===== src/rtl/decode_hazard_ctrl.sv =====
// Decode-stage register scoreboard: per-register pending-write counters drive RAW/WAW stall and issue.
// Optional macro FORWARD_WB_EN lets a same-cycle writeback release the last pending write to a source.
module decode_hazard_ctrl (
    input  logic       clk,
    input  logic       rst,
    input  logic       id_valid,
    input  logic [2:0] rs_sel,
    input  logic       rs_used,
    input  logic [2:0] rt_sel,
    input  logic       rt_used,
    input  logic [2:0] rd_sel,
    input  logic       rd_wr,
    input  logic       flush,
    input  logic       wb_valid,
    input  logic [2:0] wb_sel,
    output logic       stall,
    output logic       issue,
    output logic [7:0] busy,
    output logic [7:0] stall_cnt,
    output logic       sb_err
);

    logic [1:0] pc_q [8];
    logic [1:0] pc_d [8];
    logic [7:0] stall_cnt_q, stall_cnt_d;
    logic       sb_err_q, sb_err_d;

    logic       haz_rs, haz_rt, haz_rd;
    logic       wb_hit_rd;
    logic [7:0] inc_vec, dec_vec;

    assign wb_hit_rd = wb_valid && (wb_sel == rd_sel);

`ifdef FORWARD_WB_EN
    // The retiring write reaches the register file before the read, so the last pending write no longer blocks.
    assign haz_rs = rs_used && (pc_q[rs_sel] != 2'd0)
                    && !(wb_valid && (wb_sel == rs_sel) && (pc_q[rs_sel] == 2'd1));
    assign haz_rt = rt_used && (pc_q[rt_sel] != 2'd0)
                    && !(wb_valid && (wb_sel == rt_sel) && (pc_q[rt_sel] == 2'd1));
`else
    assign haz_rs = rs_used && (pc_q[rs_sel] != 2'd0);
    assign haz_rt = rt_used && (pc_q[rt_sel] != 2'd0);
`endif

    // A full counter may still take one more write if writeback frees a slot in the same cycle.
    assign haz_rd = rd_wr && (pc_q[rd_sel] == 2'd3) && !wb_hit_rd;

    assign stall = id_valid && !flush && (haz_rs || haz_rt || haz_rd);
    assign issue = id_valid && !flush && !stall;

    assign inc_vec = (issue && rd_wr) ? (8'b1 << rd_sel) : 8'h00;
    assign dec_vec = wb_valid ? (8'b1 << wb_sel) : 8'h00;

    always_comb begin
        for (int n = 0; n < 8; n++) begin
            pc_d[n] = pc_q[n];
            busy[n] = (pc_q[n] != 2'd0);
            if (inc_vec[n] && !dec_vec[n]) begin
                pc_d[n] = pc_q[n] + 2'd1;
            end else if (dec_vec[n] && !inc_vec[n] && (pc_q[n] != 2'd0)) begin
                pc_d[n] = pc_q[n] - 2'd1;
            end
        end
        sb_err_d    = sb_err_q || (wb_valid && (pc_q[wb_sel] == 2'd0));
        stall_cnt_d = stall_cnt_q;
        if (stall && (stall_cnt_q != 8'hff)) begin
            stall_cnt_d = stall_cnt_q + 8'd1;
        end
    end

    always_ff @(posedge clk or negedge rst) begin
        if (!rst) begin
            for (int n = 0; n < 8; n++) begin
                pc_q[n] <= 2'd0;
            end
            stall_cnt_q <= 8'h00;
            sb_err_q    <= 1'b0;
        end else begin
            for (int n = 0; n < 8; n++) begin
                pc_q[n] <= pc_d[n];
            end
            stall_cnt_q <= stall_cnt_d;
            sb_err_q    <= sb_err_d;
        end
    end

    assign stall_cnt = stall_cnt_q;
    assign sb_err    = sb_err_q;

endmodule


===== config.mk =====
export PLATFORM = sky130hd
export DESIGN_NAME = decode_hazard_ctrl
export DESIGN_NICKNAME = d
export VERILOG_FILES = /design/src/rtl/decode_hazard_ctrl.sv
export SDC_FILE = /design/constraint.sdc
export NUM_CORES = 1
export LEC_CHECK = 0
export CAP_MARGIN = 20
export CORE_UTILIZATION = 52
export CTS_CLUSTER_SIZE = 25
export DETAILED_ROUTE_END_ITERATION = 8
export PLACE_DENSITY = 0.89
export SYNTH_ARGS = -nofsm -noshare
export SYNTH_HDL_FRONTEND = slang
export SYNTH_SLANG_ARGS = --single-unit

===== constraint.sdc =====
create_clock -name clk -period 2.92 [get_ports clk]
set_input_delay 0.584 -clock clk [delete_from_list [all_inputs] [get_ports clk]]
set_output_delay 0.584 -clock clk [all_outputs]
set_load 0.01 [all_outputs]

==> results.txt <==
* Run status: complete, no violations
- Fraction of final layout cells sized beyond drive strength 1: ~17%
- Buffers added on ports: 38
* Final Hold Violating Endpoints: 0
* Final critical-path required period: between 2 and 3 ns
- Flip-flop cell with the highest count after synthesis: dfrtp_1
- Slew headroom: between 60% and 70%
- The worst path uses 98.2% of the clock period.
- Of the synthesized area, sequential elements account for 30.9%.
- The critical path contains buffers and inverters numbering 3 combined.
- Power spread over the standard cell area amounts to between 400 and 500 nW/um2.
- Summing all placed instances gives a cell area of 2580 um2.
- Clock input transition at the sequential cells of the worst setup and hold paths: 0.10 ns
- Number of warnings reported in the yosys synthesis log: 0
* CTS tree: done
* CP Data Required Time: 2.34 ns
- Lkg Pwr: 1.10 nW
- The clock arrives with 0.00577 ns of skew.
- The clock net in this run drives a total of 25 sinks.
- Count of vias placed by the detailed router: 2292
* Die area: ~4200 um2
- Hold buffer count at cts: 0
* Class of the tightest hold or removal check: reg -> reg
- Number of flops mapped to enable cells by yosys: 0
- CP cell instances: dlygate4sd2_1, nor4b_2, nor4b_1, a221oi_2, o2111ai_2, buf_4, nor3b_2, buf_2
* WHS: 0.470 ns
- Number of nets with antenna violations after routing: 0
- Placed wire-length estimate: approximately 4.2 mm
* Final design area excluding fillers: 2680 um2
- Distinct cells, synth: between 50 and 60
- Number of search-and-repair iterations in the first detailed-routing pass: 6
- The first global-routing pass estimated approximately 9.4 mm of wire.
- Fmax: 0.349 GHz
* Root Buffer: clkbuf_8
* Number of placement rows: 22
- Endpoint class of the critical path: output pin
- Counting flops with an async set or reset pin after synthesis yields a share of 100%.
- Dividing the detail-routed via count by the number of cells gives 6.49.
* Element type at the critical path start: primary input
- For this run, the slowest stage of the critical path takes 0.31 ns.
- In this design, the largest share of critical-path delay is due to buffers and inverters.
- Number of buffers created by CTS: 3
- Clock latency of the later-clocked register in the worst-skew pair: roughly 0.28 ns
- Cells fill between 70 and 80% of the core in the end.
- The total area inside the core boundary comes to 3690 um2.
- Measured along the y axis, the die boundary spans 64.4 um.
- For the pin with the worst max-slew slack, the measured transition is 0.455 ns.
- Total congestion overflow after global routing: 0
* Initial Utilization: 55.0%
- Counting buffers and inverters, the worst setup path is 8 cells deep.
- Max-cap violations in this run came to 0.
- In this run, synthesis produced a sequential element count of 25.
* Pin count of the biggest net entering global routing: 26
- Total Wirelength: 5.82 mm
* Maximum clock path buffer count: 2
- The detailed router finished its first iteration with between 200 and 250 violations.
- Leaving out fill and tap cells, the most frequent cell in the layout is clkdlybuf4s50_1.
- The worst register-to-register path has a depth of 9.
- Setup violations remaining at the end of the flow were counted as 0.
- The final-report max-slew violation count came to 0.
- Average footprint of a synthesized cell: roughly 8 um2
- Worst hold path depth: 1
* Largest driver fanout on the critical path: 4
- Weighted congestion at the end of routability-driven global placement: 0.907
- The initial antenna violation count was 0.
* Synthesized netlist net count: 269
- VDD sags by at most ~0.00038 V.
* Wire length per cell: 16.5 um
* Commonest non-fill, non-tap cells in the layout: 28 x clkdlybuf4s50_1, 25 x nand2_1, 25 x dfrtp_1, 25 x buf_4, 20 x nor2_1
- # diodes: 0
* Number of ports placed on the die boundary: 39
* Number of global-route vias before repair: 2071
- Layout filler cell count: around 290
- Synthesized netlist cell count: 248
* Overall track demand over capacity in global routing: 28.5%
- Post-synthesis cell area: 2030 um2
* Area Growth Syn to Fin: 32.3%
- Worst path arrival time: 2.28 ns
- Final Net Count: 327
- Worst-path cell with the longest stage delay: nor4b_2
- After detailed routing, the number of remaining DRC violations is 0.
- By startpoint and endpoint, the worst setup path is classified as in -> out.
- From left edge to right edge, the die measures 64.4 um.
- In this run the number of H-tree levels came out at 1.
cell usage after synthesis, types with 3 or more instances:
cell | number | area [um2]
xnor2_1 | 9 | 78.8
o2111ai_1 | 5 | 43.8
nand2b_1 | 6 | 37.5
nand3b_1 | 5 | 37.5
nand3_1 | 15 | 75.1
clkbuf_1 | 4 | 15.0
o21ai_0 | 11 | 55.1
inv_1 | 8 | 30.0
or4_1 | 3 | 22.5
nor3b_1 | 6 | 45.0
nor2b_1 | 7 | 43.8
buf_2 | 3 | 15.0
nand2_1 | 25 | 93.8
o31ai_1 | 6 | 45.0
or3_1 | 5 | 31.3
and2_1 | 7 | 43.8
a21oi_1 | 9 | 45.0
or2_2 | 5 | 31.3
nor3_1 | 5 | 25.0
nor2_1 | 20 | 75.1
nand4b_1 | 4 | 35.0
dfrtp_1 | 25 | 626
nand4_1 | 14 | 87.6
nor4_1 | 4 | 25.0
registers in the layout (all words and copies together) (netlist names):
| signal | count |
|---|---|
| sb_err | 1 |
| pc_q | 16 |
| stall_cnt | 8 |
cells by family after synthesis:
group                      share of synthesized area [%]
adders and majority gates                          0.617
AOI/OAI and AO/OA                                   17.2
and+or+nand+nor                                     39.1
buffers and inverters                               4.07
xor gates and xnor gates                            3.89
DFF                                                 30.9
muxes                                               4.32
worst paths after layout:
kind	from	to	slack (ns)
worst max-delay path	rs_sel[1]	issue	0.05
worst min-delay path	sb_err$_DFF_PN0_	sb_err$_DFF_PN0_	0.47
worst max register to register	pc_q[10]$_DFFE_PN0P_	pc_q[12]$_DFFE_PN0P_	0.27
worst min register to register	sb_err$_DFF_PN0_	sb_err$_DFF_PN0_	0.47
max in group asynchronous	rst	pc_q[3]$_DFFE_PN0P_	2.01
min in group asynchronous	rst	pc_q[9]$_DFFE_PN0P_	0.66
worst reg2reg max path: cells and delay by family, from the launching register on:
kind / cells / cell delay [ns]
AO/OA/AOI/OAI: 2 / 0.36
buffers and inverters: 3 / 0.51
flip-flops: 1 / 0.47
multiplexers: 1 / 0.13
AND/OR/NAND/NOR: 3 / 1.09
timing repair:
item | CTS | global route
gates resized for setup | 13 | 10
buffers inserted | 3 | 1
pin swaps | 2 | 4
endpoints found under the setup margin | 2 | 2
layer usage:
| layer | routed length (um) | GRT usage, % | vias up |
|---|---|---|---|
| met1 | 2350 | 36.9 | 1079 |
| li1 | - | - | 1043 |
| met2 | 2880 | 48.8 | 156 |
| met3 | 485 | 3.52 | 14 |
| met5 | 0 | 0 | - |
| met4 | 102 | 10.0 | 0 |
power breakdown:
| group | internal (mW) | switching [mW] |
|---|---|---|
| registers | 0.395 | 0.0809 |
| logic | 0.243 | 0.219 |
| clock network | 0.100 | 0.127 |
final cells by class:
cell class / count / area, um2 / share of cell area [%]
clock inverter: 1 / 8.76 / 0.327
timing repair buffer: 64 / 572 / 21.3
clock buffer: 3 / 41.3 / 1.54
tap: 48 / 60.1 / 2.24
multi-input combinational: 204 / 1340 / 50.1
sequential: 25 / 626 / 23.3
inverter: 8 / 30.0 / 1.12
per-stage QoR:
step / TNS [ns] / power, mW / setup WS, ns / cells
after floorplan: 0 / 0.699 / 0.291 / 248
after global placement: -1.03 / 0.907 / -0.470 / 345
after detailed placement: -1.41 / 0.924 / -0.578 / 345
after CTS: 0 / 1.16 / 0.0263 / 352
after global routing: -0.0148 / 1.22 / -0.0148 / 353
final: 0 / 1.17 / 0.0522 / 353
No activity file was read; power rests on OpenSTA's default activity.
